## src/rtl/robo_coletor_param_if.sv

```systemverilog
// Sensor and actuator bundle between the front end, the collector controller and the drive/arm.
// The sensor/test side uses master and the controller uses slave.
interface robo_coletor_param_if #(
    parameter int ITEM_W = 8
);
    logic              head;
    logic              left;
    logic              under;
    logic              barrier;
    logic              resume;
    logic              forward;
    logic              turn;
    logic              remove;
    logic              standby;
    logic [1:0]        fault_code;
    logic [ITEM_W-1:0] items;

    modport master (
        output head, left, under, barrier, resume,
        input  forward, turn, remove, standby, fault_code, items
    );

    modport slave (
        input  head, left, under, barrier, resume,
        output forward, turn, remove, standby, fault_code, items
    );
endinterface

```

## src/rtl/robo_coletor_param.sv

```systemverilog
// Timed left-wall-following collector controller with registered Moore outputs,
// trapped/no-floor/removal-timeout faults and a saturating item counter.
module robo_coletor_param #(
    parameter int STEP_CYCLES   = 8,
    parameter int TURN_CYCLES   = 16,
    parameter int LOST_TURNS    = 3,
    parameter int REMOVE_CYCLES = 32,
    parameter int MAX_TURNS     = 4,
    parameter int TIMER_W       = 16,
    parameter int ITEM_W        = 8
) (
    input logic                 clock,
    input logic                 reset,
    robo_coletor_param_if.slave bus
);
    localparam int CNT_W = $clog2(MAX_TURNS + 1);

    localparam logic [TIMER_W-1:0] STEP_LAST   = TIMER_W'(STEP_CYCLES - 1);
    localparam logic [TIMER_W-1:0] TURN_LAST   = TIMER_W'(TURN_CYCLES - 1);
    localparam logic [TIMER_W-1:0] LOST_LAST   = TIMER_W'(LOST_TURNS * TURN_CYCLES - 1);
    localparam logic [TIMER_W-1:0] REMOVE_LAST = TIMER_W'(REMOVE_CYCLES - 1);
    localparam logic [CNT_W-1:0]   TRAP_AT     = CNT_W'(MAX_TURNS);

    typedef enum logic [2:0] {
        IDLE    = 3'd0,
        SENSE   = 3'd1,
        TURN    = 3'd2,
        ADVANCE = 3'd3,
        REMOVE  = 3'd4,
        STANDBY = 3'd5
    } state_t;

    state_t             state, state_nx;
    logic [TIMER_W-1:0] timer, timer_nx;
    logic [CNT_W-1:0]   turn_cnt, turn_cnt_nx;
    logic               lost, lost_nx;
    logic               trapped, trapped_nx;
    logic [1:0]         fault, fault_nx;
    logic [ITEM_W-1:0]  items_q, items_nx;
    logic               s_head, s_left, s_under, s_barrier;
    logic               forward_q, turn_q, remove_q, standby_q;
    logic [CNT_W-1:0]   turn_cnt_inc;

    assign turn_cnt_inc = turn_cnt + 1'b1;

    always_comb begin
        state_nx    = state;
        timer_nx    = timer;
        turn_cnt_nx = turn_cnt;
        lost_nx     = lost;
        trapped_nx  = trapped;
        fault_nx    = fault;
        items_nx    = items_q;
        case (state)
            IDLE: state_nx = SENSE;
            SENSE: begin
                timer_nx   = '0;
                trapped_nx = 1'b0;
                if (!s_under) begin
                    state_nx = STANDBY;
                    fault_nx = 2'd1;
                end else if (s_barrier) begin
                    state_nx = REMOVE;
                end else if (!s_left || s_head) begin
                    // Trapped entry occupies TURN for one cycle with the motor idle.
                    state_nx    = TURN;
                    lost_nx     = !s_left;
                    turn_cnt_nx = turn_cnt_inc;
                    trapped_nx  = (turn_cnt_inc == TRAP_AT);
                end else begin
                    state_nx    = ADVANCE;
                    turn_cnt_nx = '0;
                end
            end
            TURN: begin
                if (trapped) begin
                    state_nx = STANDBY;
                    fault_nx = 2'd2;
                end else if (timer == (lost ? LOST_LAST : TURN_LAST)) begin
                    timer_nx = '0;
                    if (lost) begin
                        state_nx    = ADVANCE;
                        turn_cnt_nx = '0;
                    end else begin
                        state_nx = SENSE;
                    end
                end else begin
                    timer_nx = timer + 1'b1;
                end
            end
            ADVANCE: begin
                if (!s_under) begin
                    state_nx = STANDBY;
                    fault_nx = 2'd1;
                end else if (timer == STEP_LAST) begin
                    state_nx = SENSE;
                    timer_nx = '0;
                end else begin
                    timer_nx = timer + 1'b1;
                end
            end
            REMOVE: begin
                // A barrier that clears on the deadline cycle still counts as a success.
                if (!s_barrier) begin
                    state_nx = SENSE;
                    if (items_q != {ITEM_W{1'b1}}) items_nx = items_q + 1'b1;
                end else if (timer == REMOVE_LAST) begin
                    state_nx = STANDBY;
                    fault_nx = 2'd3;
                end else begin
                    timer_nx = timer + 1'b1;
                end
            end
            STANDBY: begin
                if (bus.resume && bus.under) begin
                    state_nx    = IDLE;
                    fault_nx    = 2'd0;
                    turn_cnt_nx = '0;
                    trapped_nx  = 1'b0;
                end
            end
            default: state_nx = IDLE;
        endcase
    end

    always_ff @(posedge clock) begin
        if (!reset) begin
            state     <= IDLE;
            timer     <= '0;
            turn_cnt  <= '0;
            lost      <= 1'b0;
            trapped   <= 1'b0;
            fault     <= 2'd0;
            items_q   <= '0;
            s_head    <= 1'b0;
            s_left    <= 1'b0;
            s_under   <= 1'b0;
            s_barrier <= 1'b0;
            forward_q <= 1'b0;
            turn_q    <= 1'b0;
            remove_q  <= 1'b0;
            standby_q <= 1'b0;
        end else begin
            state     <= state_nx;
            timer     <= timer_nx;
            turn_cnt  <= turn_cnt_nx;
            lost      <= lost_nx;
            trapped   <= trapped_nx;
            fault     <= fault_nx;
            items_q   <= items_nx;
            s_head    <= bus.head;
            s_left    <= bus.left;
            s_under   <= bus.under;
            s_barrier <= bus.barrier;
            // Outputs follow the state being entered so they assert on its first cycle.
            forward_q <= (state_nx == ADVANCE);
            turn_q    <= (state_nx == TURN) && !trapped_nx;
            remove_q  <= (state_nx == REMOVE);
            standby_q <= (state_nx == STANDBY);
        end
    end

    assign bus.forward    = forward_q;
    assign bus.turn       = turn_q;
    assign bus.remove     = remove_q;
    assign bus.standby    = standby_q;
    assign bus.fault_code = fault;
    assign bus.items      = items_q;
endmodule

```

## src/flat_wrapper.sv

```systemverilog
// flat-port wrapper written by rule: the top's interface ports become plain ports
module robo_coletor_param_flat 
#(
    parameter int STEP_CYCLES   = 8,
    parameter int TURN_CYCLES   = 16,
    parameter int LOST_TURNS    = 3,
    parameter int REMOVE_CYCLES = 32,
    parameter int MAX_TURNS     = 4,
    parameter int TIMER_W       = 16,
    parameter int ITEM_W        = 8
)
  (clock, reset, bus_head, bus_left, bus_under, bus_barrier, bus_resume, bus_forward, bus_turn, bus_remove, bus_standby, bus_fault_code, bus_items);
  robo_coletor_param_if #(.ITEM_W(ITEM_W)) bus_i ();
  input logic clock;
  input logic reset;
  input wire logic [$bits(bus_i.head)-1:0] bus_head;
  input wire logic [$bits(bus_i.left)-1:0] bus_left;
  input wire logic [$bits(bus_i.under)-1:0] bus_under;
  input wire logic [$bits(bus_i.barrier)-1:0] bus_barrier;
  input wire logic [$bits(bus_i.resume)-1:0] bus_resume;
  output wire logic [$bits(bus_i.forward)-1:0] bus_forward;
  output wire logic [$bits(bus_i.turn)-1:0] bus_turn;
  output wire logic [$bits(bus_i.remove)-1:0] bus_remove;
  output wire logic [$bits(bus_i.standby)-1:0] bus_standby;
  output wire logic [$bits(bus_i.fault_code)-1:0] bus_fault_code;
  output wire logic [$bits(bus_i.items)-1:0] bus_items;
  assign bus_i.head = bus_head;
  assign bus_i.left = bus_left;
  assign bus_i.under = bus_under;
  assign bus_i.barrier = bus_barrier;
  assign bus_i.resume = bus_resume;
  assign bus_forward = bus_i.forward;
  assign bus_turn = bus_i.turn;
  assign bus_remove = bus_i.remove;
  assign bus_standby = bus_i.standby;
  assign bus_fault_code = bus_i.fault_code;
  assign bus_items = bus_i.items;
  robo_coletor_param #(.STEP_CYCLES(STEP_CYCLES), .TURN_CYCLES(TURN_CYCLES), .LOST_TURNS(LOST_TURNS), .REMOVE_CYCLES(REMOVE_CYCLES), .MAX_TURNS(MAX_TURNS), .TIMER_W(TIMER_W), .ITEM_W(ITEM_W)) u_core (.clock(clock), .reset(reset), .bus(bus_i));
endmodule
```

## config.mk

```make
export PLATFORM = sky130hd
export DESIGN_NAME = robo_coletor_param_flat
export DESIGN_NICKNAME = d
export VERILOG_FILES = /design/src/rtl/robo_coletor_param_if.sv /design/src/rtl/robo_coletor_param.sv /design/src/flat_wrapper.sv
export SDC_FILE = /design/constraint.sdc
export NUM_CORES = 1
export LEC_CHECK = 0
export ABC_AREA = 1
export ABC_CLOCK_PERIOD_IN_PS = 1400
export BUFFER_PORTS_ARGS = -buffer_cell sky130_fd_sc_hd__buf_2
export CAP_MARGIN = 20
export CELL_PAD_IN_SITES_DETAIL_PLACEMENT = 0
export CELL_PAD_IN_SITES_GLOBAL_PLACEMENT = 1
export CORE_MARGIN = 1.5
export CORE_UTILIZATION = 40
export CTS_BUF_LIST = sky130_fd_sc_hd__clkbuf_4 sky130_fd_sc_hd__clkbuf_8
export DETAILED_ROUTE_END_ITERATION = 8
export PLACE_DENSITY_LB_ADDON = 0.25
export SLEW_MARGIN = 20
export SYNTH_ARGS = -nofsm -noshare
export SYNTH_HDL_FRONTEND = slang
export SYNTH_SLANG_ARGS = --single-unit
```

## constraint.sdc

```tcl
create_clock -name clock -period 1.4 [get_ports clock]
set_input_delay 0.35 -clock clock [delete_from_list [all_inputs] [get_ports clock]]
set_output_delay 0.35 -clock clock [all_outputs]
set_load 0.1 [all_outputs]
```

# Word-level counts from Yosys, hierarchy flattened
# Index checks and enable logic that the tools add are counted.
# Widths: inputs -> output; s select.
[classes]
addsub = 3
n_mul = 0
div = 0
order_cmp = 0
eq_ne = 26
shift = 0
n_mux = 39
bitwise = 1
n_reduce_logical = 15
[ops]
columns = ["op", "n"]
rows = [
  ["$mux 16", 6],
  ["$pmux 16 s4", 1],
  ["$mux 3", 16],
  ["$pmux 3 s6", 1],
  ["$add 16x1->16 const B", 1],
  ["$eq 16x16->1", 1],
  ["$eq 16x3->1 const B", 1],
  ["$eq 16x5->1 const B", 1],
  ["$ne 2x1->1 const B", 8],
  ["$eq 3x3->1 const B", 5],
  ["$eq 3x2->1 const B", 4],
  ["$mux 2", 6],
  ["$pmux 3 s3", 1],
  ["$add 8x1->8 const B", 1],
  ["$ne 2x2->1 const B", 4],
  ["$ne 8x8->1 const B", 1],
  ["$pmux 2 s4", 1],
  ["$reduce_bool 4->1", 2],
  ["$reduce_and 7->1", 1],
  ["$mux 6", 1],
  ["$reduce_and 6->1", 1],
  ["$mux 1", 5],
  ["$reduce_and 5->1", 1],
  ["$reduce_and 4->1", 1],
  ["other kinds (11)", 13],
]
[totals]
reg_bits = 42
latchBits = 0
ram_bits = 0
rom_bits = 0
out_inout_bits = 14
word_cells = 99
mem_count = 0

# Longest topological paths before layout
# Gate-level depths: netlist (run 1).
[depth]
depth_word = 8
mapped_depth = 12
depth_no_buf = 11

# Worst setup path after synthesis (run 1)
# No wires, ideal clock.
[synth_timing]
path_type = "reg-to-reg"
start = "register u_core.items_q[0] (netlist: u_core.bus.items[0])"
end = "register u_core.items_q[4] (netlist: u_core.bus.items[4])"
setup_ns = 0.118
arrival_time_ns = 2.021
t_required_ns = 1.282
slack_ns = -0.738
stages_incl_launch_ff = 9
n_path_buf = 0
period_less_slack_ns = 2.138
path_cell_list = "dfxtp_1 > ha_1 > nand3_1 > nor2_1 > a21oi_4 > nand2_1 > nor2_1 > a21oi_1 > nor2_1"
[synth_via]
elab_chain_len = 2
[synth_lines]
columns = ["element", "line", "text"]
rows = [
  ["start: declaration", "robo_coletor_param.sv:39", "logic [ITEM_W-1:0] items_q, items_nx;"],
  ["start signal: assignment", "robo_coletor_param.sv:150", "items_q <= items_nx;"],
  ["parallel branches: the longest is 2 deep, another holds $add 8x1->8", "--", ""],
]
# Several ways; the timed one is not identified.
# A chain may end at the register's enable or synchronous reset.

# Worst setup path in the final report (run 1)
[layout_timing]
start = "register u_core.state[0]"
end = "register u_core.timer[5]"
[layout_via]
elab_chain_len = 3
[layout_lines]
columns = ["element", "line", "text"]
rows = [
  ["start: declaration", "robo_coletor_param.sv:33", "state_t state, state_nx;"],
  ["start signal: assignment", "robo_coletor_param.sv:144", "state <= state_nx;"],
  ["$eq 3x3->1, or another cell as far along", "robo_coletor_param.sv:54", "case (state)"],
  ["$ne 2x2->1 (no line), or another cell as far along", "--", ""],
  ["$reduce_and 5->1 (no line)", "--", ""],
  ["end signal: assignment", "robo_coletor_param.sv:145", "timer <= timer_nx;"],
  ["end: declaration", "robo_coletor_param.sv:34", "logic [TIMER_W-1:0] timer, timer_nx;"],
]
# Several ways; a longest one is shown, not always the timed one.

==> impl.org, run 1 <==
** Finish
- The finished cells cover 4080 µm².
- After filler insertion, the fill cell instance count of the layout stands at 571.
- The repair_antennas step left the layout with diodes totalling 0.
- Relative to the synthesized area, the layout overhead comes to 56.93%.
- In the final design database the tool counted 502 nets.
- The post-route netlist has 45.12% of its cells at a drive strength greater than 1.

** Clocking
- After clock tree synthesis, the clock-pin slew on the worst setup and hold paths is 0.08 ns.
- The clock passes through at most 2 buffers.
- Clk root buf :: sky130_fd_sc_hd__clkbuf_8
- The tree built by TritonCTS fans out to 42 sinks.
- Buffers inserted to repair hold after CTS numbered 0.
- Inserted Clock Buffers :: 5
- Clock network latency to the later pin of the worst-skew pair :: 0.29 ns
- TritonCTS built the clock tree.
- The H-tree was split into 2 levels.

** Synthesis
- In the synthesized netlist the async set-or-reset flop fraction comes to 0%.
- The commonest cells after synthesis are sky130_fd_sc_hd__nand2_1, sky130_fd_sc_hd__nor2_1, sky130_fd_sc_hd__inv_1.
- The number of nets handed over by synthesis was 404.
- Portion of the post-synthesis area used by sequential elements :: 32.34%
- Commonest register cell after synthesis :: sky130_fd_sc_hd__dfxtp_1
- In this run, distinct cell masters in the synthesized netlist total 38.
- Synth area leader :: sky130_fd_sc_hd__dfxtp_1
- Dominant cell by count in the synthesized netlist :: sky130_fd_sc_hd__nand2_1
- Flip-flop and latch count after synthesis :: 42
- Number of enable flip-flop cells after synthesis :: 0
- In the post-synthesis netlist, the biggest area contributors are sky130_fd_sc_hd__dfxtp_1, sky130_fd_sc_hd__nand2_1, sky130_fd_sc_hd__nor2_1, sky130_fd_sc_hd__inv_1, sky130_fd_sc_hd__nand3_1.
- After technology mapping, the gate count stands at 393.
- YS warnings :: 0
- A synthesized cell averages 6.616 µm².
- Area share of the leading cell type in the synthesized netlist :: 32.34%
- The mapped netlist covers 2600 µm².

** STA
- Max Freq :: 628.5 MHz
- Once routing completed, OpenROAD measured the worst setup slack at -0.1911 ns.
- Final Setup Violations :: 34
- Measured slew at the worst slew-check pin :: 0.3115 ns
- Portion of the clock cycle consumed by the worst path in the final layout :: 113.7%
- Hold Slack :: 0.2296 ns
- The number of pins exceeding their max-slew limit in the final report was 0.
- Slew margin rel. :: 79.09%
- Final number of hold-violating endpoints :: 0
- Setup repair after global routing missed its margin :: true
- After layout, the minimum clock period comes to 1.591 ns.
- For the final database, setup skew stands at 0.003521 ns.

** Routing
- Dividing the detail-routed via count by the number of cells gives 4.960.
- The first routing iteration left 85 violations.
- Dividing the detail-routed wire length by the instance count gives 13.40 µm.
- Remaining design rule violation count :: 0
- The detail route stage leaves a number of antenna-violating nets equal to 0.
- Summed over all layers, the routed wires come to 7624 µm.
- For this block, the via count after detailed routing is 2,822.
- Number of optimization iterations in the first detailed-route pass :: 4

** Critical path
- Critical Path Max Stage Delay :: 0.39 ns
- The critical path goes through nor2_4 -> nand2_4 -> buf_6 -> nand3_4 -> nand2_4 -> nor2_8 -> nand2_8 -> or2_1 -> nand2_1 -> nor2_2.
- For the worst setup path, the data required time is 1.60 ns.
- In this run the worst path has a maximum fanout of 8.
- Arrival time at the worst endpoint :: 1.79 ns
- The worst setup path is launched from a flip-flop.
- Crit Reg-Reg Startpoint :: u_core.state[0]
- The slowest stage of the critical path is the sky130_fd_sc_hd__dfxtp_4 cell.
- The worst setup path is captured at a flip-flop.
- CP most frequent cell :: sky130_fd_sc_hd__nand2_4
- Timing startpoint of the critical path :: u_core.state[0]
- The setup path with the least slack is of type flip-flop to flip-flop.

** Die
- Overall die height :: 83.62 µm
- Initial cell density of the core :: 41.18%
- Floorplan die area :: 6992 µm²
- The total area inside the core boundary comes to 6314 µm².
- The floorplan has 29 rows.
- The die is 83.62 µm wide.
- 21 I/O pins were placed.

** Global route
- GRT Util Overall :: 22.22%
- The first global-routing pass estimated 12,570 µm of wire.
- Via count of the first global-routing pass :: 2,759
- Pin count of the biggest net entering global routing :: 15
- The number of antenna violations at the first check in global routing was 0.
- After global routing the overflow that remains totals 0.

** Placement
- Post-detailed-placement cell area :: 3431 µm²
- The count of buffers added on input and output ports is 20.
- DP HPWL :: 5479 µm
- Routability congestion estimate from global placement :: 0.8468

** Power and ir drop
- Maximum vdd drop :: 0.0007173 V
- Dividing total power by cell area gives a power density of 1105 nW/µm².
- Leakage power :: 1.802 nW

** Status
- The flow ran to the end, but the final reports show violations.
- Failing checks :: negative setup slack

** Hold path
- Worst min-delay path startpoint :: bus_left
- Type of the worst min-delay path :: input port to flip-flop

** Flow run
- The tool flagged a number of max-cap violations equal to 0.
cells in the final DEF, fill, tap and decap left out, types with 7 or more instances in the layout:
cell type                  n
sky130_fd_sc_hd__o21ai_1   9
sky130_fd_sc_hd__inv_1    46
sky130_fd_sc_hd__nand4_1  11
sky130_fd_sc_hd__nand2_1  87
sky130_fd_sc_hd__buf_12   11
sky130_fd_sc_hd__nand2_2  20
sky130_fd_sc_hd__nor2_1   40
sky130_fd_sc_hd__a21oi_2  13
sky130_fd_sc_hd__nand3_2   8
sky130_fd_sc_hd__buf_6    14
sky130_fd_sc_hd__nand3_1  23
sky130_fd_sc_hd__nor2_2   12
sky130_fd_sc_hd__buf_4    62
sky130_fd_sc_hd__nand2_4   8
sky130_fd_sc_hd__dfxtp_2   7
sky130_fd_sc_hd__nor2_4   13
sky130_fd_sc_hd__dfxtp_1  26
sky130_fd_sc_hd__dfxtp_4   9
through the flow:
step / std cells / total power, mW / setup TNS (ns) / utilization, % / worst slack (ns)
floorplan: 393 / 2.512 / -0.9372 / - / -0.07770
global placement: 539 / 3.013 / -4.049 / 54.34 / -0.2376
detailed placement: 539 / 3.027 / -4.283 / 54.34 / -0.2344
CTS: 568 / 4.394 / -3.185 / 61.06 / -0.1578
global route: 569 / 4.752 / -6.941 / 64.63 / -0.3060
finish: 569 / 4.510 / -3.729 / 64.63 / -0.1911
flip-flops by register name, summed over array words and instances (netlist names):
register / cells
u_core.bus.fault_code: 2
u_core.bus.turn: 1
u_core.s_left: 1
u_core.s_under: 1
u_core.bus.forward: 1
u_core.s_head: 1
u_core.turn_cnt: 3
u_core.timer: 16
u_core.state: 3
u_core.lost: 1
u_core.bus.items: 8
u_core.s_barrier: 1
u_core.bus.standby: 1
u_core.bus.remove: 1
u_core.trapped: 1
worst max-delay path: cells and delay by family, from the launching register on:
family / cells / cell delay [ns]
buffers and inverters: 1 / 0.13
AND/OR/NAND/NOR: 9 / 0.97
flip-flops: 1 / 0.39
cells by family (layout without fill, tap and decap cells):
logic type	after synthesis	count (layout)	synth area share, %
simple gates	239	239	44.66
flops	42	42	32.34
fa+ha+maj	4	4	1.925
buf+inv	61	160	9.817
xor+xnor	4	4	1.348
compound gates	43	43	9.914
layer usage:
layer | up-vias | part of all wire, % | GRT usage, %
met3 | 10 | 2.3 | 3.759
met1 | 1320 | 43 | 26.94
li1 | 1452 | - | -
met5 | - | 0 | 0
met4 | 0 | 1.6 | 7.601
met2 | 40 | 53 | 39.59
timing repair:
item,in CTS,in global routing
buffers inserted,21,1
gates resized for setup,41,66
cloned,1,0
pin swaps,25,31
endpoints found under the setup margin,35,40
report_power, final:
group	internal (mW)	total [mW]	switching (mW)
clock	0.552	0.993	0.441
sequential	1.30	1.41	0.110
combinational	0.892	2.11	1.22
layout make-up:
cell class	count	area, µm²	area share (%)
Clock buffer	6	76.32	1.871
Clock inverter	2	37.54	0.9200
Inverter	54	222.7	5.458
Multi-Input combinational cell	290	1833	44.92
Sequential cell	42	883.3	21.65
Tap cell	77	96.34	2.361
Timing Repair Buffer	98	930.9	22.82
final timing paths:
check,endpoint,slack (ns),cells after the start
max,u_core.timer[5],-0.19,10
min,u_core.s_left,0.23,3
max reg2reg,u_core.timer[5],-0.19,10
min reg2reg,u_core.turn_cnt[1],0.48,2
No activity file was read; power rests on OpenSTA's default activity.
==> run 2, diff against run 1 <==
--- a/config.mk
+++ b/config.mk
@@ -9,7 +9,7 @@
 export ABC_CLOCK_PERIOD_IN_PS = 1400
 export BUFFER_PORTS_ARGS = -buffer_cell sky130_fd_sc_hd__buf_2
 export CAP_MARGIN = 20
-export CELL_PAD_IN_SITES_DETAIL_PLACEMENT = 0
+export CELL_PAD_IN_SITES_DETAIL_PLACEMENT = 1
 export CELL_PAD_IN_SITES_GLOBAL_PLACEMENT = 1
 export CORE_MARGIN = 1.5
 export CORE_UTILIZATION = 40
==> impl.org, run 2 (synthesis gave the netlist of run 1 again) <==
** Clocking
- Clock tree from TritonCTS :: done
- The clock-pin slew reported for the worst setup and hold paths after clock tree synthesis was 0.10 ns (+0.02 ns).
- Inserted Clock Buffers :: 5 (unchanged)
- Number of levels in the clock H-tree :: 2 (unchanged)
- Number of clock sinks :: 42 (unchanged)
- Clk root buf :: sky130_fd_sc_hd__clkbuf_8
- # hold bufs at CTS :: 0 (unchanged)
- Maximum clock path buffer count :: 2 (unchanged)
- Clock network latency to the later pin of the worst-skew pair :: 0.33 ns (+0.04 ns)

** STA
- The number of hold-slack violations in the final timing report is 0 (unchanged).
- The part of the cycle the worst path needs was 134.3% (+21 points).
- The number of pins exceeding their max-slew limit in the final report was 0 (unchanged).
- The slew of the pin with the lowest slew margin came to 0.3111 ns (-0.0003905 ns).
- The final setup violation count is 39 (+15%).
- Max Freq :: 531.9 MHz (-15%)
- Setup repair after global routing missed its margin :: true
- Layout Skew :: 0.01630 ns (+0.01278 ns)
- The relative slew slack is 79.37% (+0.28 points).
- The worst setup slack after layout was -0.4801 ns (-0.2890 ns).
- The shortest clock period the worst path allows after layout came to 1.880 ns (+0.2890 ns).
- The final worst hold slack is 0.2350 ns (+0.005389 ns).

** Power and ir drop
- Switching portion of total power :: 46.07% (+6.9 points)
- The total leakage power is 1.827 nW (+1.4%).
- The total power came to 4.794 mW (+6.3%).
- The total internal power is 2.586 mW (-5.7%).
- PD cells :: 1160 nW/µm² (+4.9%)
- The maximum vdd ir drop came to 0.001018 V (+42%).
- Sw Pwr :: 2.209 mW (+25%)
- The clock network fraction of total power is 18.5% (-3.5 points).
- Flop pwr share :: 30.0% (-1.2 points)
- The combinational share of power came to 51.6% (+4.9 points).

** Critical path
- Kind of end point of the critical path :: flip-flop
- Timing startpoint of the critical path :: u_core.state[1]
- Maximum fanout along the worst path :: 5 (-3)
- The startpoint identified for the worst register-to-register timing path is u_core.state[1].
- Kind of start point of the critical path :: flip-flop
- The required time of the critical path came to 1.63 ns (+0.03 ns).
- Critical path class :: flip-flop to flip-flop
- The data arrival time at the worst-slack endpoint came to 2.11 ns (+0.32 ns).

** Global route
- The total congestion overflow after global routing came to 0 (unchanged).
- The maximum number of pins on one net before global-route repair was 15 (unchanged).
- Via count of the first global-routing pass :: 3,658 (+33%)
- GRT Util Overall :: 35.18% (+13 points)
- First-pass GRT wire length :: 19,060 µm (+52%)
- Number of antenna violations at the first check in global routing :: 0 (unchanged)

** Die
- Floorplan die area :: 6992 µm² (unchanged)
- Initial cell density of the core :: 41.18% (unchanged)
- Horizontal die dimension :: 83.62 µm (unchanged)
- Overall die height :: 83.62 µm (unchanged)
- Core Area :: 6314 µm² (unchanged)
- Ports placed on the boundary :: 21 (unchanged)
- The number of rows created at floorplan came to 29 (unchanged).

** Placement
- DP HPWL :: 6612 µm (+21%)
- The placement-stage cell area is 3431 µm² (unchanged).
- Placed cells :: 539 (unchanged)
- The final weighted congestion of routability-driven global placement is 0.8468 (unchanged).
- The number of buffers added on ports was 20 (unchanged).

** Finish
- Antenna fix cells :: 0 (unchanged)
- The cell area after layout is 4134 µm² (+1.3%).
- Number of non-filler instances in the completed layout :: 576 (+1.2%)
- Register ranked first by flip-flop count :: u_core.timer
- The proportion of layout cells with a drive suffix above 1 was 47.70% (+2.6 points).
- The number of flip-flops in the largest register was 16 (unchanged).
- Leaving out fill and tap cells, the most frequent cell in the layout is sky130_fd_sc_hd__nand2_1.
- The utilization after layout is 65.48% (+0.85 points).
- Area growth from synthesis to final layout :: 59.00%
- In the layout the commonest cells are sky130_fd_sc_hd__nand2_1, sky130_fd_sc_hd__buf_4, sky130_fd_sc_hd__inv_1.
- The total number of nets in the final design is 509 (+1.4%).

** Routing
- Average via count per standard cell :: 6.056 (+22%)
- Number of optimization iterations in the first detailed-route pass :: 4 (unchanged)
- Total Routed Length :: 15,020 µm (+97%)
- Routed length per instance :: 26.07 µm (+95%)
- Count of routing violations after the opening detailed-route iteration :: 275 (+220%)
- Remaining design rule violation count :: 0 (unchanged)
- The number of nets still failing antenna checks after routing is 0 (unchanged).
- Via total after detailed routing :: 3,488 (+24%)

** Status
- The flow ran to the end, but the final reports show violations.
- The final reports fail on negative setup slack.

** Flow run
- Max_cap viols :: 0 (unchanged)

** Hold path
- Type of the worst min-delay path :: input port to flip-flop
- The worst hold path begins at bus_under.
==> run 2: cell types whose count changed in the layout (fill, tap and decap cells not counted), sizes merged <==
cell,change
bufinv,-1
inv,-1
clkinv,+3
clkinvlp,-1
nand2,+1
clkbuf,-3
buf,+9
==> run 2: worst max-delay path, stage by stage, from the launching register on <==
cell,delay (ns)
sky130_fd_sc_hd__dfxtp_4,0.40
sky130_fd_sc_hd__inv_4,0.08
sky130_fd_sc_hd__nand2_1,0.10
sky130_fd_sc_hd__nor2_1,0.25
sky130_fd_sc_hd__nand3_1,0.22
sky130_fd_sc_hd__inv_1,0.18
sky130_fd_sc_hd__nand3_1,0.13
sky130_fd_sc_hd__nand2_1,0.14
sky130_fd_sc_hd__nor2_1,0.09
sky130_fd_sc_hd__nand3_1,0.12
sky130_fd_sc_hd__nor2_1,0.06
==> run 2: worst paths after layout <==
| kind | endpoint | slack (ns) | depth (start not counted) |
|---|---|---|---|
| min | u_core.s_under | 0.23 | 3 |
| min reg2reg | u_core.turn_cnt[1] | 0.55 | 2 |
| max reg2reg | u_core.bus.turn | -0.48 | 10 |
| max | u_core.bus.turn | -0.48 | 10 |
==> run 2: through the flow <==
stage	setup WS, ns	setup TNS [ns]
after floorplan	-0.07770	-0.9372
after global placement	-0.2376	-4.049
after detailed placement	-0.2714	-5.406
after CTS	-0.1951	-4.041
after global routing	-0.5105	-14.50
final	-0.4801	-12.58
==> run 2: cell type report <==
type                            instances  area, µm²
Tap cell                               77      96.34
Clock inverter                          2      13.76
Fill cell                             776       2180
Sequential cell                        42      884.6
Timing Repair Buffer                  104      972.2
Multi-Input combinational cell        291       1863
Clock buffer                            6      76.32
Inverter                               54      227.7
==> run 2: power by group through the flow <==
stage	clock, mW	combinational [mW]	sequential [mW]
after floorplan	0	0.828	1.68
after global placement	0	1.61	1.41
after detailed placement	0	1.67	1.41
after global routing	0.940	2.54	1.44
after CTS	0.856	1.99	1.41
final	0.886	2.47	1.44
==> run 2: routing by layer <==
layer | vias up | track usage (%) | wire [µm]
li1 | 1457 | - | -
met2 | 242 | 64.81 | 7340
met1 | 1669 | 35.24 | 5185
met5 | - | 0 | 0
met4 | 0 | 24.74 | 1466
met3 | 120 | 6.627 | 1022
==> run 2: timing repair <==
item / CTS / global route
buffers inserted: 20 / 11
setup endpoints to repair: 38 / 39
pin swaps: 28 / 24
resized for setup: 62 / 58
gates cloned: 1 / 0
==> run 3, diff against run 2 <==
--- a/config.mk
+++ b/config.mk
@@ -5,8 +5,7 @@
 export SDC_FILE = /design/constraint.sdc
 export NUM_CORES = 1
 export LEC_CHECK = 0
-export ABC_AREA = 1
-export ABC_CLOCK_PERIOD_IN_PS = 1400
+export ABC_CLOCK_PERIOD_IN_PS = 2300
 export BUFFER_PORTS_ARGS = -buffer_cell sky130_fd_sc_hd__buf_2
 export CAP_MARGIN = 20
 export CELL_PAD_IN_SITES_DETAIL_PLACEMENT = 1
==> constraint.sdc (replaced) <==
create_clock -name clock -period 2.3 [get_ports clock]
set_input_delay 0.575 -clock clock [delete_from_list [all_inputs] [get_ports clock]]
set_output_delay 0.575 -clock clock [all_outputs]
set_load 0.1 [all_outputs]
==> impl.org, run 3 <==
** Status
- Result of the run :: finished clean

** Synthesis
- By count the netlist is led by sky130_fd_sc_hd__dfxtp_1, sky130_fd_sc_hd__nor2_1, sky130_fd_sc_hd__nand2_1.
- The post-synthesis area per instance is 8.815 µm² (+33%).
- By area, the combinational part of the netlist is dominated by simple AND/OR/NAND/NOR gates.
- Multiplexer fraction of the synthesized cell area :: 1.408% (+1.4 points)
- The fraction of the mapped netlist area in simple logic gates came to 31.67% (-13 points).
- The number of library cell types mapped by synthesis was 51 (+34%).
- Among all cell types in the netlist, the one instantiated most often is sky130_fd_sc_hd__dfxtp_1.
- Portion of the post-synthesis area used by sequential elements :: 39.41% (+7.1 points)
- The share of synthesized cell area in full adder, half adder and majority cells came to 2.346% (+0.42 points).
- sky130_fd_sc_hd__dfxtp_1 takes more of the synthesized area than any other cell.
- Fraction of synthesized cell area in xor and xnor cells :: 9.032% (+7.7 points)
- The number of nets produced by synthesis was 253 (-37%).
- The instance count of the mapped netlist came to 242 (-38%).
- The fraction of registers with async set/reset came to 0% (unchanged).
- The number of flops mapped to enable cells by yosys was 0 (unchanged).
- The area share of the largest cell type after synthesis is 39.41% (+7.1 points).
- The area fraction in compound gates after synthesis was 13.14% (+3.2 points).
- YS warnings :: 0 (unchanged)
- In the post-synthesis netlist, the biggest area contributors are sky130_fd_sc_hd__dfxtp_1, sky130_fd_sc_hd__xnor2_1, sky130_fd_sc_hd__and2_1, sky130_fd_sc_hd__nor2_1, sky130_fd_sc_hd__nand2_1.
- Flip-flop and latch count after synthesis :: 42 (unchanged)
- The post-synthesis instance area came to 2133 µm² (-18%).
- The most used flip-flop cell after synthesis is sky130_fd_sc_hd__dfxtp_1.

** Finish
- Share of post-route cells with drive strength above 1 :: 30.17% (-18 points)
- The library cells used most frequently in the layout, excluding fill and tap cells, are sky130_fd_sc_hd__dfxtp_1, sky130_fd_sc_hd__buf_4, sky130_fd_sc_hd__buf_2.
- The total number of nets in the final design was 305 (-40%).
- Compared with the post-synthesis result, the final layout area differs by 26.45%.
- Leaving out fill and tap cells, the most frequent cell in the layout is sky130_fd_sc_hd__dfxtp_1.
- Register ranked first by flip-flop count :: u_core.timer
- Max reg flops :: 16 (unchanged)
- Layout fillers :: 638 (-18%)
- Antenna fix cells :: 0 (unchanged)
- The cell area after layout is 2698 µm² (-35%).

** Die
- The area of the core was 5140 µm² (-19%).
- The vertical die dimension came to 76.03 µm (-9.1%).
- The number of rows created at floorplan is 26 (-10%).
- Initial cell density of the core :: 41.50% (+0.32 points)
- The number of I/O pins was 21 (unchanged).
- The die area was 5781 µm² (-17%).
- The horizontal die dimension came to 76.03 µm (-9.1%).

** Clocking
- Clock tree from TritonCTS :: done
- Number of clock sinks :: 42 (unchanged)
- Number of levels in the clock H-tree :: 2 (unchanged)
- # hold bufs at CTS :: 0 (unchanged)
- The tree is rooted in a sky130_fd_sc_hd__clkbuf_8.
- The number of buffers created by CTS came to 5 (unchanged).
- The clock-pin slew reported for the worst setup and hold paths after clock tree synthesis was 0.10 ns (about the same).
- The later-pin clock latency in the skew report is 0.31 ns (-0.02 ns).
- Maximum clock path buffer count :: 2 (unchanged)

** Placement
- The half-perimeter wire length of the detailed placement result came to 3874 µm (-41%).
- The placement-stage cell area was 2497 µm² (-27%).
- Worst setup slack after placement :: -0.02694 ns (+0.2445 ns)
- Routability congestion estimate from global placement :: 0.7739 (-8.6%)
- Count of buffers from port buffering :: 20 (unchanged)

** Power and ir drop
- The clock network fraction of total power was 33.0% (+15 points).
- The switching share of total power came to 32.22% (-14 points).
- The combinational share of power was 19.4% (-32 points).
- Internal power :: 1.093 mW (-58%)
- The power per cell area came to 597.7 nW/µm² (-48%).
- The total net switching power was 0.5196 mW (-76%).
- The maximum vdd ir drop is 0.0002600 V (-74%).
- Leakage power :: 1.076 nW (-41%)
- Flop pwr share :: 47.6% (+18 points)

** STA
- Measured slew at the worst slew-check pin :: 0.5299 ns (+0.2188 ns)
- The number of hold-slack violations in the final timing report came to 0 (unchanged).
- The relative slew slack is 64.40% (-15 points).
- The worst setup slack after layout came to 0.01133 ns (+0.4914 ns).
- Portion of the clock cycle consumed by the worst path in the final layout :: 99.51% (-35 points)
- Setup repair after global routing could not meet its margin everywhere.
- The number of pins exceeding their max-slew limit in the final report is 0 (unchanged).
- Setup TNS Final :: 0 ns (+12.58 ns)
- Crit path time final :: 2.289 ns (+0.4086 ns)
- The maximum clock skew at final layout came to 0.009107 ns (-0.007193 ns).
- Max Freq :: 436.9 MHz (-18%)
- The final setup violation count came to 0 (-100%).

** Critical path
- Maximum fanout along the worst path :: 5 (unchanged)
- Kind of start point of the critical path :: flip-flop
- Required time of the worst setup path :: 2.50 ns (+0.87 ns)
- Arrival time at the worst endpoint :: 2.49 ns (+0.38 ns)
- By startpoint and endpoint, the worst setup path is classified as flip-flop to flip-flop.
- Kind of end point of the critical path :: flip-flop

** Global route
- Pin count of the biggest net entering global routing :: 17 (+2)
- First-pass GRT wire length :: 9425 µm (-51%)
- GRT Util Overall :: 20.22% (-15 points)
- The via count of the first global-routing pass is 2,035 (-44%).
- Total grt overflow :: 0 (unchanged)
- The number of antenna violations at the first check in global routing was 0 (unchanged).

** Flow run
- Max_cap viols :: 0 (unchanged)

** Routing
- Count of routing violations after the opening detailed-route iteration :: 83 (-70%)
- Total Routed Length :: 5480 µm (-64%)
- The wire length per cell is 15.01 µm (-42%).
- Remaining design rule violation count :: 0 (unchanged)
- The number of nets still failing antenna checks after routing came to 0 (unchanged).
- Number of optimization iterations in the first detailed-route pass :: 4 (unchanged)
- Average via count per standard cell :: 5.189 (-14%)
- The total vias in the final route is 1,894 (-46%).

** Hold path
- The tightest min-delay check is of the input port to flip-flop type.
==> run 3: through the flow <==
step / util [%] / instances / hold WS (ns) / total power [mW]
2_1_floorplan: - / 242 / 0.4461 / 0.9846
4_1_cts: 50.73 / 361 / 0.4622 / 1.602
5_1_grt: 52.48 / 365 / 0.4709 / 1.680
3_5_place_dp: 48.59 / 353 / 0.4693 / 1.072
3_3_place_gp: 48.59 / 353 / 0.4552 / 1.066
6_report: 52.48 / 365 / 0.4642 / 1.612
==> run 3: path summary, 6_finish.rpt <==
path                              to  cells past startpoint  slack (ns)          startpoint
setup / recovery     u_core.timer[9]                      7        0.01     u_core.timer[1]
hold / removal         u_core.s_left                      2        0.46            bus_left
setup reg to reg     u_core.timer[9]                      7        0.01     u_core.timer[1]
hold reg to reg   u_core.turn_cnt[2]                      2        0.48  u_core.turn_cnt[2]
==> run 3: cell type report <==
type	count	area (µm²)	share of cell area, %
clock inverters	3	28.78	1.067
inverters	8	30.03	1.113
well taps	70	87.58	3.247
flip-flops and latches	42	844.6	31.31
repair buffers	52	351.6	13.03
clock buffers	5	68.82	2.551
multi-input cells	185	1286	47.68
==> run 3: cell families (layout without fill, tap and decap cells) <==
group,after synthesis,after routing
XOR/XNOR,22,22
AO/OA/AOI/OAI,38,38
AND/OR/NAND/NOR,118,118
flip-flops,42,42
buffers and inverters,15,68
adder cells (fa/ha/maj),4,4
multiplexers,3,3
==> run 3: what timing repair did <==
item,CTS,global route
endpoints found under the setup margin,22,25
pin swaps,0,9
hold endpoints to repair,0,0
buffers inserted,0,4
cloned,0,0
resized for setup,3,18
==> run 3: worst max-delay path, cell delays in order (launching register included) <==
cell                      delay (ns)
sky130_fd_sc_hd__dfxtp_2        0.36
sky130_fd_sc_hd__ha_4           0.15
sky130_fd_sc_hd__or3b_4         0.36
sky130_fd_sc_hd__or4_4          0.56
sky130_fd_sc_hd__o31a_1         0.34
sky130_fd_sc_hd__o21ai_4        0.21
sky130_fd_sc_hd__buf_6          0.16
sky130_fd_sc_hd__nor2_1         0.04
==> run 3: power groups by stage <==
stage	registers, mW	logic (mW)	clock network, mW
finish	0.768	0.312	0.533
global route	0.771	0.338	0.571
CTS	0.766	0.292	0.544
detailed placement	0.783	0.289	0
global placement	0.781	0.285	0
floorplan	0.844	0.140	0
==> run 3: layer usage <==
metal	wire length, µm	global-route usage, %
met5	0	0
met3	103	4.192
met4	76	7.407
met2	2486	32.61
met1	2813	26.77
